File: config.mk
export PLATFORM = sky130hd
export DESIGN_NAME = issue_scoreboard_ctrl_flat
export DESIGN_NICKNAME = d
export VERILOG_FILES = /design/src/rtl/issue_scoreboard_ctrl_if.sv /design/src/rtl/issue_scoreboard_ctrl.sv /design/src/flat_wrapper.sv
export SDC_FILE = /design/constraint.sdc
export NUM_CORES = 1
export LEC_CHECK = 0
export ABC_AREA = 1
export BUFFER_PORTS_ARGS = -buffer_cell sky130_fd_sc_hd__buf_2
export CORE_MARGIN = 2
export CORE_UTILIZATION = 50
export DETAILED_ROUTE_END_ITERATION = 8
export PLACE_DENSITY = 0.77
export SLEW_MARGIN = 10
export SYNTH_ARGS = -nofsm -noshare
export SYNTH_HDL_FRONTEND = slang
export SYNTH_SLANG_ARGS = --single-unit
File: constraint.sdc
create_clock -name clk -period 2.4 [get_ports clk]
set_input_delay 0.48 -clock clk [delete_from_list [all_inputs] [get_ports clk]]
set_output_delay 0.48 -clock clk [all_outputs]
set_load 0.1 [all_outputs]
File: src/rtl/issue_scoreboard_ctrl_if.sv
// Decode/execute/writeback signal bundle for issue_scoreboard_ctrl.
// The master modport is the environment side; slave is the controller.
interface issue_scoreboard_ctrl_if #(
    parameter int unsigned NUM_REGS    = 16,
    parameter int unsigned REG_W       = 4,
    parameter int unsigned STALL_CNT_W = 16
);
    logic                   id_valid;
    logic                   id_ready;
    logic [3:0]             id_cond;
    logic [4:0]             id_opcode;
    logic [REG_W-1:0]       id_rn;
    logic [REG_W-1:0]       id_rm;
    logic [REG_W-1:0]       id_rd;
    logic [10:0]            id_imm;
    logic                   id_uses_rn;
    logic                   id_uses_rm;
    logic                   id_writes_rd;

    logic                   ex_valid;
    logic                   ex_ready;
    logic [3:0]             ex_cond;
    logic [4:0]             ex_opcode;
    logic [REG_W-1:0]       ex_rn;
    logic [REG_W-1:0]       ex_rm;
    logic [REG_W-1:0]       ex_rd;
    logic [10:0]            ex_imm;
    logic                   ex_writes_rd;

    logic                   wb_valid;
    logic [REG_W-1:0]       wb_rd;
    logic                   flush;

    logic [NUM_REGS-1:0]    pending;
    logic                   busy;
    logic [STALL_CNT_W-1:0] stall_count;

    modport master (
        output id_valid, id_cond, id_opcode, id_rn, id_rm, id_rd, id_imm,
               id_uses_rn, id_uses_rm, id_writes_rd, ex_ready, wb_valid, wb_rd, flush,
        input  id_ready, ex_valid, ex_cond, ex_opcode, ex_rn, ex_rm, ex_rd, ex_imm,
               ex_writes_rd, pending, busy, stall_count
    );

    modport slave (
        input  id_valid, id_cond, id_opcode, id_rn, id_rm, id_rd, id_imm,
               id_uses_rn, id_uses_rm, id_writes_rd, ex_ready, wb_valid, wb_rd, flush,
        output id_ready, ex_valid, ex_cond, ex_opcode, ex_rn, ex_rm, ex_rd, ex_imm,
               ex_writes_rd, pending, busy, stall_count
    );
endinterface

File: src/rtl/issue_scoreboard_ctrl.sv
// ID/EX issue register with a per-register pending-write scoreboard.
// Stalls decode on RAW/WAW hazards; writeback in the same cycle bypasses the hazard.
module issue_scoreboard_ctrl #(
    parameter int unsigned NUM_REGS    = 16,
    parameter int unsigned REG_W       = 4,
    parameter int unsigned STALL_CNT_W = 16
) (
    input logic                  clk,
    input logic                  rst,
    issue_scoreboard_ctrl_if.slave bus
);
    logic                   ex_valid_q;
    logic [3:0]             ex_cond_q;
    logic [4:0]             ex_opcode_q;
    logic [REG_W-1:0]       ex_rn_q;
    logic [REG_W-1:0]       ex_rm_q;
    logic [REG_W-1:0]       ex_rd_q;
    logic [10:0]            ex_imm_q;
    logic                   ex_writes_rd_q;
    logic [NUM_REGS-1:0]    pending_q;
    logic [NUM_REGS-1:0]    pending_d;
    logic [NUM_REGS-1:0]    wb_clear;
    logic [STALL_CNT_W-1:0] stall_q;

    logic raw_n, raw_m, waw, hazard, id_ready_c, issue, stall_inc;

    always_comb begin
        wb_clear = '0;
        if (bus.wb_valid && !rst) wb_clear[bus.wb_rd] = 1'b1;
    end

    always_comb begin
        raw_n      = bus.id_uses_rn && pending_q[bus.id_rn] && !wb_clear[bus.id_rn];
        raw_m      = bus.id_uses_rm && pending_q[bus.id_rm] && !wb_clear[bus.id_rm];
        waw        = bus.id_writes_rd && pending_q[bus.id_rd] && !wb_clear[bus.id_rd];
        hazard     = raw_n || raw_m || waw;
        id_ready_c = !rst && !bus.flush && !hazard && (!ex_valid_q || bus.ex_ready);
        issue      = bus.id_valid && id_ready_c;
        stall_inc  = bus.id_valid && !id_ready_c && !bus.flush && !rst;
    end

    // Applied lowest priority first so later writes win: wb clear, flush clear, issue set.
    always_comb begin
        pending_d = pending_q & ~wb_clear;
        if (bus.flush && ex_valid_q && ex_writes_rd_q) pending_d[ex_rd_q] = 1'b0;
        if (issue && bus.id_writes_rd) pending_d[bus.id_rd] = 1'b1;
    end

    always_ff @(posedge clk) begin
        if (rst) begin
            ex_valid_q     <= 1'b0;
            ex_cond_q      <= '0;
            ex_opcode_q    <= '0;
            ex_rn_q        <= '0;
            ex_rm_q        <= '0;
            ex_rd_q        <= '0;
            ex_imm_q       <= '0;
            ex_writes_rd_q <= 1'b0;
            pending_q      <= '0;
            stall_q        <= '0;
        end else begin
            pending_q <= pending_d;
            if (stall_inc && (stall_q != '1)) stall_q <= stall_q + 1'b1;
            if (bus.flush) begin
                ex_valid_q <= 1'b0;
            end else if (issue) begin
                ex_valid_q     <= 1'b1;
                ex_cond_q      <= bus.id_cond;
                ex_opcode_q    <= bus.id_opcode;
                ex_rn_q        <= bus.id_rn;
                ex_rm_q        <= bus.id_rm;
                ex_rd_q        <= bus.id_rd;
                ex_imm_q       <= bus.id_imm;
                ex_writes_rd_q <= bus.id_writes_rd;
            end else if (ex_valid_q && bus.ex_ready) begin
                ex_valid_q <= 1'b0;
            end
        end
    end

    assign bus.id_ready     = id_ready_c;
    assign bus.ex_valid     = ex_valid_q;
    assign bus.ex_cond      = ex_cond_q;
    assign bus.ex_opcode    = ex_opcode_q;
    assign bus.ex_rn        = ex_rn_q;
    assign bus.ex_rm        = ex_rm_q;
    assign bus.ex_rd        = ex_rd_q;
    assign bus.ex_imm       = ex_imm_q;
    assign bus.ex_writes_rd = ex_writes_rd_q;
    assign bus.pending      = pending_q;
    assign bus.busy         = !rst && (|pending_q);
    assign bus.stall_count  = stall_q;
endmodule
File: src/flat_wrapper.sv
// flat-port wrapper written by rule: the top's interface ports become plain ports
module issue_scoreboard_ctrl_flat 
#(
    parameter int unsigned NUM_REGS    = 16,
    parameter int unsigned REG_W       = 4,
    parameter int unsigned STALL_CNT_W = 16
)
  (clk, rst, bus_id_valid, bus_id_cond, bus_id_opcode, bus_id_rn, bus_id_rm, bus_id_rd, bus_id_imm, bus_id_uses_rn, bus_id_uses_rm, bus_id_writes_rd, bus_ex_ready, bus_wb_valid, bus_wb_rd, bus_flush, bus_id_ready, bus_ex_valid, bus_ex_cond, bus_ex_opcode, bus_ex_rn, bus_ex_rm, bus_ex_rd, bus_ex_imm, bus_ex_writes_rd, bus_pending, bus_busy, bus_stall_count);
  issue_scoreboard_ctrl_if #(.NUM_REGS(NUM_REGS), .REG_W(REG_W), .STALL_CNT_W(STALL_CNT_W)) bus_i ();
  input logic clk;
  input logic rst;
  input wire logic [$bits(bus_i.id_valid)-1:0] bus_id_valid;
  input wire logic [$bits(bus_i.id_cond)-1:0] bus_id_cond;
  input wire logic [$bits(bus_i.id_opcode)-1:0] bus_id_opcode;
  input wire logic [$bits(bus_i.id_rn)-1:0] bus_id_rn;
  input wire logic [$bits(bus_i.id_rm)-1:0] bus_id_rm;
  input wire logic [$bits(bus_i.id_rd)-1:0] bus_id_rd;
  input wire logic [$bits(bus_i.id_imm)-1:0] bus_id_imm;
  input wire logic [$bits(bus_i.id_uses_rn)-1:0] bus_id_uses_rn;
  input wire logic [$bits(bus_i.id_uses_rm)-1:0] bus_id_uses_rm;
  input wire logic [$bits(bus_i.id_writes_rd)-1:0] bus_id_writes_rd;
  input wire logic [$bits(bus_i.ex_ready)-1:0] bus_ex_ready;
  input wire logic [$bits(bus_i.wb_valid)-1:0] bus_wb_valid;
  input wire logic [$bits(bus_i.wb_rd)-1:0] bus_wb_rd;
  input wire logic [$bits(bus_i.flush)-1:0] bus_flush;
  output wire logic [$bits(bus_i.id_ready)-1:0] bus_id_ready;
  output wire logic [$bits(bus_i.ex_valid)-1:0] bus_ex_valid;
  output wire logic [$bits(bus_i.ex_cond)-1:0] bus_ex_cond;
  output wire logic [$bits(bus_i.ex_opcode)-1:0] bus_ex_opcode;
  output wire logic [$bits(bus_i.ex_rn)-1:0] bus_ex_rn;
  output wire logic [$bits(bus_i.ex_rm)-1:0] bus_ex_rm;
  output wire logic [$bits(bus_i.ex_rd)-1:0] bus_ex_rd;
  output wire logic [$bits(bus_i.ex_imm)-1:0] bus_ex_imm;
  output wire logic [$bits(bus_i.ex_writes_rd)-1:0] bus_ex_writes_rd;
  output wire logic [$bits(bus_i.pending)-1:0] bus_pending;
  output wire logic [$bits(bus_i.busy)-1:0] bus_busy;
  output wire logic [$bits(bus_i.stall_count)-1:0] bus_stall_count;
  assign bus_i.id_valid = bus_id_valid;
  assign bus_i.id_cond = bus_id_cond;
  assign bus_i.id_opcode = bus_id_opcode;
  assign bus_i.id_rn = bus_id_rn;
  assign bus_i.id_rm = bus_id_rm;
  assign bus_i.id_rd = bus_id_rd;
  assign bus_i.id_imm = bus_id_imm;
  assign bus_i.id_uses_rn = bus_id_uses_rn;
  assign bus_i.id_uses_rm = bus_id_uses_rm;
  assign bus_i.id_writes_rd = bus_id_writes_rd;
  assign bus_i.ex_ready = bus_ex_ready;
  assign bus_i.wb_valid = bus_wb_valid;
  assign bus_i.wb_rd = bus_wb_rd;
  assign bus_i.flush = bus_flush;
  assign bus_id_ready = bus_i.id_ready;
  assign bus_ex_valid = bus_i.ex_valid;
  assign bus_ex_cond = bus_i.ex_cond;
  assign bus_ex_opcode = bus_i.ex_opcode;
  assign bus_ex_rn = bus_i.ex_rn;
  assign bus_ex_rm = bus_i.ex_rm;
  assign bus_ex_rd = bus_i.ex_rd;
  assign bus_ex_imm = bus_i.ex_imm;
  assign bus_ex_writes_rd = bus_i.ex_writes_rd;
  assign bus_pending = bus_i.pending;
  assign bus_busy = bus_i.busy;
  assign bus_stall_count = bus_i.stall_count;
  issue_scoreboard_ctrl #(.NUM_REGS(NUM_REGS), .REG_W(REG_W), .STALL_CNT_W(STALL_CNT_W)) u_core (.clk(clk), .rst(rst), .bus(bus_i));
endmodule
==> results of run 1 <==
state kept, by name (all words and copies together) (netlist names):
| register | cells |
|---|---|
| u_core.bus.ex_valid | 1 |
| u_core.bus.ex_writes_rd | 1 |
| u_core.bus.ex_rm | 4 |
| u_core.bus.ex_rd | 4 |
| u_core.bus.ex_cond | 4 |
| u_core.bus.ex_opcode | 5 |
| u_core.bus.pending | 16 |
| u_core.bus.ex_rn | 4 |
| u_core.bus.stall_count | 16 |
| u_core.bus.ex_imm | 11 |
metal layers:
metal  global-route usage [%]  vias to the layer above  part of all wire, %
met4                     13.7                        0                  2.8
met5                        0                        -                    0
met2                     53.2                      291                   46
li1                         -                     2661                    -
met1                     45.6                     2512                   42
met3                     4.96                       45                  9.1
synth_stat cells, drive strengths merged:
library cell	instances
nand2	162
nor4	7
inv	66
clkinv	1
o211ai	9
a21o	1
ha	1
o21a	1
o311ai	3
xor2	9
o21ai	38
a41oi	1
nor3	5
nor2	127
nand3	91
dfxtp	66
a21boi	1
buf	22
nand3b	1
clkbuf	12
a21oi	34
xnor2	4
nand4	38
cell usage in the layout (no fill, tap or decap), types with 15 or more instances in the layout:
| cell | Yosys | final |
|---|---|---|
| buf_2 | 9 | 103 |
| nor2_1 | 114 | 114 |
| nand3_1 | 87 | 73 |
| o21ai_1 | 30 | 30 |
| nand2_1 | 159 | 149 |
| inv_1 | 59 | 55 |
| buf_4 | 3 | 76 |
| dfxtp_2 | 0 | 18 |
| dfxtp_1 | 66 | 46 |
| nand4_1 | 38 | 38 |
| a21oi_1 | 34 | 34 |
| nand3_2 | 3 | 15 |
metrics by stage:
step | TNS (ps) | power, mW | worst slack (ps) | instances
6_report | -23.1 | 3.13 | -23.1 | 983
5_1_grt | -81.2 | 3.23 | -81.2 | 983
4_1_cts | 0 | 3.09 | 0.973 | 978
3_5_place_dp | -6350 | 1.90 | -203 | 959
3_3_place_gp | -5910 | 1.89 | -199 | 959
2_1_floorplan | 0 | 1.68 | 16.0 | 700
area by class of cell:
| type | count | area (µm²) | area share, % |
|---|---|---|---|
| Clock inverter | 7 | 125 | 2.06 |
| Inverter | 67 | 267 | 4.38 |
| Tap cell | 108 | 135 | 2.22 |
| Clock buffer | 9 | 124 | 2.04 |
| Multi-Input combinational cell | 533 | 2770 | 45.6 |
| Sequential cell | 66 | 1350 | 22.2 |
| Timing Repair Buffer | 193 | 1310 | 21.5 |
worst min-delay path, cell delays in order:
cell	delay (ps)
buf_2	70
nor2_1	30
nor2_1	80
worst min path at each step:
stage | slack, ps | to | depth (start not counted)
final | 350 | u_core.bus.ex_imm[5] | 3
after global routing | 350 | u_core.bus.ex_imm[2] | 3
after CTS | 340 | u_core.bus.ex_imm[5] | 3
after detailed placement | 480 | u_core.bus.stall_count[15] | 2
after global placement | 470 | u_core.bus.stall_count[15] | 2
after floorplan | 610 | u_core.bus.ex_cond[0] | 2
power by group through the flow:
| stage | Sequential (mW) | Combinational [mW] | Clock (mW) |
|---|---|---|---|
| after CTS | 1.15 | 0.745 | 1.20 |
| final | 1.15 | 0.789 | 1.19 |
| after global routing | 1.15 | 0.834 | 1.24 |
| after global placement | 1.18 | 0.715 | 0 |
| after detailed placement | 1.18 | 0.721 | 0 |
| after floorplan | 1.41 | 0.271 | 0 |
repair_timing:
item | 4_1_cts | 5_1_grt
endpoints found under the setup margin | 1 | 1
buffers inserted | 4 | 4
hold buffers | 0 | 0
pin swaps | 11 | 17
gates resized for setup | 27 | 45
cloned | 0 | 1
cell families after synthesis:
logic type / synth area share (%)
and+or+nand+nor: 45.0
buffers and inverters: 10.7
AOI/OAI and AO/OA: 11.1
DFF: 30.3
xor gates and xnor gates: 2.61
adders and majority gates: 0.287
==> impl_metrics.ini, run 1 <==
[timing]
rsz0062_at_grt = true
fin_crit_sh_pct = 101
max_freq_mhz = 413
min_period_ps = 2420
worst_pin_slew_ps = 608
setup_viol = 1
fin_ws_ps = -23.1
slew_headroom_pct = 59.2
finalHoldViolCount = 0
hold_ws_ps = 346
drv_slew = 0
finClkSkew_ps = 10.6

[grt]
grt_max_degree = 35
grt_use_total_pct = 33.5
grt_pass1_vias = 5085
grt_overflow = 0
grt_pass1_wl_um = 25800
antenna_found_initial = 0

[drt]
drt-initial-drc-count = 532
drcViolationCount = 0
ant_nets = 0
drt_first_pass_iters = 5
vias = 5509
wirelength_um = 16000
post_drt_via_cell_ratio = 5.60
post_drt_wl_per_cell_um = 16.3

[floorplan]
start_util_pct = 50.7
die_w_um = 97.4
row_count = 34
die_h_um = 97.4
ios = 113
core_mm2 = 0.00859
dieArea_mm2 = 0.00948

[worst_setup_path]
cp-end-kind = output port
crit_top_cell = nand3_2
critPathLaunch = bus_wb_valid
reg2reg_depth = 16
critPathLaunchType = input pin
crit_type = input pin to output port
r2r_start = u_core.bus.pending[5]
ff2ff_setup_slack_ps = 240
required_ps = 1920
path_cells = buf_6, inv_2, nor2_4, clkbuf_16, nand3_2, nand2_1, nand3_1, nand3_1, nand3_2, nand3_2, nand3_2, nor2_4, buf_12
cp_max_fo = 6
cp-endpoint = bus_id_ready
rr_endpoint = u_core.bus.ex_rm[2]
crit_slowest_cell = clkbuf_16
cp.arrival_ps = 1940
cp.depth = 13
crit_family = simple AND/OR/NAND/NOR gates
critPathBufInv = 4
cpPeakStageDelay_ps = 190

[clock_tree]
cts.sinks = 66
cts_max_level = 3
insertion_delay_ps = 350
clk_pin_slew_worst_paths_ps = 80
cts_buffers = 9
cts_buffer_depth = 2
cts_tree = done
root_buffer = clkbuf_8

[power_and_ir_drop]
combPwrFrac_pct = 25.2
p_leak_nw = 2.96
power_frac_seq_pct = 36.8
ir_worst_vdd_mv = 0.642
power.switching_mw = 1.08
intPower_mw = 2.05
p_clk_share_pct = 38.0
netSwitchingFraction_pct = 34.4
p_per_area_mw_per_mm2 = 514

[placement]
place_area_mm2 = 0.00549
dpl.hpwl_um = 12000
io_buffers = 112
gp_congestion = 0.920

[yosys]
ys_seq_area_share_pct = 30.3
synth_seq_cells = 66
synth_warnings = 0
syn_inst = 700
synth_top_area_share_pct = 30.3
synthesis.nets = 746
yosys.area.top_type = dfxtp_1
ys_types = 35
synthesis.area_mm2 = 0.00436
avgSynthCellArea_um2 = 6.23
synth_area_leaders = dfxtp_1 (30%), nand2_1 (14%), nand3_1 (10%)

[final_layout]
nNetsFinal = 916
antennaDiodeCount = 0
layout-drive-gt1-share_pct = 32.8
fin_util_pct = 70.8
stdcell_area_mm2 = 0.00608
fillerInstances = 745
area_growth_pct = 39.5

[worst_hold_path]
worstHoldStart = bus_id_imm[5]
hp-class = input pin to register

[outcome]
violations = setup timing
outcome = finished with violations

[flow_run]
drv_cap = 0
Power figures use the tool's default switching activity.
==> run 2: changes to the inputs <==
==> constraint.sdc (replaced) <==
create_clock -name clk -period 2.6 [get_ports clk]
set_input_delay 0.52 -clock clk [delete_from_list [all_inputs] [get_ports clk]]
set_output_delay 0.52 -clock clk [all_outputs]
set_load 0.1 [all_outputs]
==> run 2 against run 1 <==
The run now ends clean. Worst hold slack improved by 31 ps. Global-route usage decreased by 0.46 points. Flip-flop and latch count unchanged. Clock skew increased by 4.8 ps. Setup slack improved by 65 ps. Clock power decreased by 6%. Critical path type unchanged. Power decreased by 8.4%. Count of clock-buffer cells in the layout unchanged. Wire length decreased by 2.2%. Sequential share of layout area increased by 0.80 points. Critical path depth unchanged. Sequential power decreased by 8%. Largest cell class unchanged.
==> impl_metrics.ini, run 2 (same netlist as run 1, synthesis figures left out) <==
[power_and_ir_drop]
p_per_area_mw_per_mm2 = 492
p_leak_nw = 2.83
ir_worst_vdd_mv = 0.367
p_total_mw = 2.87

[worst_setup_path]
crit_family = simple AND/OR/NAND/NOR gates
cp-end-kind = output port
crit_slowest_cell = nor2_4
cpPeakStageDelay_ps = 200
required_ps = 2080
r2r_start = u_core.bus.pending[15]
ff2ff_setup_slack_ps = 350
crit_top_cell = nand3_2
rr_endpoint = u_core.bus.ex_cond[1]
cp-endpoint = bus_id_ready
critPathLaunch = bus_wb_rd[2]
reg2reg_depth = 13
crit_type = input pin to output port
cp_max_fo = 5
critPathBufInv = 4
cp.arrival_ps = 2040
critPathLaunchType = input pin
path_cells = clkbuf_4, inv_2, nor2_4, buf_4, nand2_4, nand2_1, nand3_1, nand3_1, nand3_2, nand3_2, nand3_2, nor2_4, buf_12
cp.depth = 13

[floorplan]
row_count = 34
die_h_um = 97.4
dieArea_mm2 = 0.00948
core_mm2 = 0.00859
ios = 113
die_w_um = 97.4
start_util_pct = 50.7

[timing]
fin_crit_sh_pct = 98.4
finalHoldViolCount = 0
finalSetupTns_ps = 0
worst_pin_slew_ps = 758
drv_slew = 0
finClkSkew_ps = 15.4
slew_headroom_pct = 49.3
fin_ws_ps = 42.0
min_period_ps = 2560
max_freq_mhz = 391
setup_viol = 0

[grt]
grt_pass1_vias = 4944
grt_overflow = 0
antenna_found_initial = 0
grt_use_total_pct = 33.0
grt_max_degree = 35
grt_pass1_wl_um = 25000

[drt]
drt_first_pass_iters = 7
wirelength_um = 15700
drt-initial-drc-count = 292
drcViolationCount = 0
post_drt_wl_per_cell_um = 16.3
post_drt_via_cell_ratio = 5.56
vias = 5347
ant_nets = 0

[final_layout]
antennaDiodeCount = 0
layout.cells.non_filler = 962
layout_common_cells = nand2_1 (147), nor2_1 (113), buf_2 (103)
fillerInstances = 800
final_common_cell = nand2_1
nNetsFinal = 895
layout-drive-gt1-share_pct = 30.4
area_growth_pct = 33.6

[flow_run]
drv_cap = 0

[clock_tree]
cts_tree = done
cts_max_level = 3
holdBufCountCts = 0
root_buffer = clkbuf_8
cts_buffer_depth = 2
insertion_delay_ps = 360
cts_buffers = 9
clk_pin_slew_worst_paths_ps = 90
cts.sinks = 66

[worst_hold_path]
hp-class = input pin to register

[placement]
place_ws_ps = -141
place_inst = 937
gp_congestion = 1.01
dpl.hpwl_um = 11600
io_buffers = 112

[outcome]
outcome = complete, no violations
## run 2: power breakdown
part	leakage [nW]	internal, mW	total (mW)	switching [mW]
registers	0.543	1.04	1.06	0.0236
clock network	0.124	0.646	1.12	0.470
logic	2.16	0.181	0.685	0.504
total	2.83	1.87	2.87	0.998
## run 2: what timing repair did
action                     in CTS  in global routing
buffers inserted                0                  8
gates cloned                    0                  1
pin swaps                       1                 16
resized for setup               6                 65
setup endpoints to repair       1                  2
## run 2: per-stage QoR
step | util [%] | instance area (µm²) | hold WS [ps]
after global placement | 61.5 | 5280 | 466
after floorplan | - | 4390 | 655
after global routing | 67.7 | 5820 | 379
after detailed placement | 61.5 | 5280 | 476
after CTS | 64.6 | 5550 | 373
final | 67.7 | 5820 | 377
## run 2: how the worst min path moves through the flow
| stage | cells past startpoint | to | slack, ps | from |
|---|---|---|---|---|
| floorplan | 2 | u_core.bus.ex_cond[0] | 650 | bus_id_cond[0] |
| global placement | 2 | u_core.bus.stall_count[15] | 470 | u_core.bus.stall_count[15] |
| detailed placement | 2 | u_core.bus.ex_writes_rd | 480 | u_core.bus.ex_writes_rd |
| CTS | 3 | u_core.bus.ex_opcode[2] | 370 | bus_id_opcode[2] |
| global route | 3 | u_core.bus.ex_opcode[2] | 380 | bus_id_opcode[2] |
| finish | 3 | u_core.bus.ex_imm[6] | 380 | bus_id_imm[6] |
## run 2: layout make-up
type | instances | area, µm² | share of cell area (%)
clock buffers | 9 | 124 | 2.13
clock inverters | 7 | 125 | 2.15
inverters | 67 | 263 | 4.51
multi-input cells | 534 | 2760 | 47.4
flip-flops and latches | 66 | 1340 | 23.0
well taps | 108 | 135 | 2.32
repair buffers | 171 | 1080 | 18.5
## run 2: worst min-delay path: stages
cell	delay (ps)
buf_2	70
nor2_1	30
nor2_1	80
## run 2: layer usage
layer,up-vias,track usage [%],part of all wire [%]
met3,62,8.92,9.2
met5,-,0,0
met4,0,15.8,4.3
met2,248,51.4,45
met1,2421,42.4,41
li1,2616,-,-
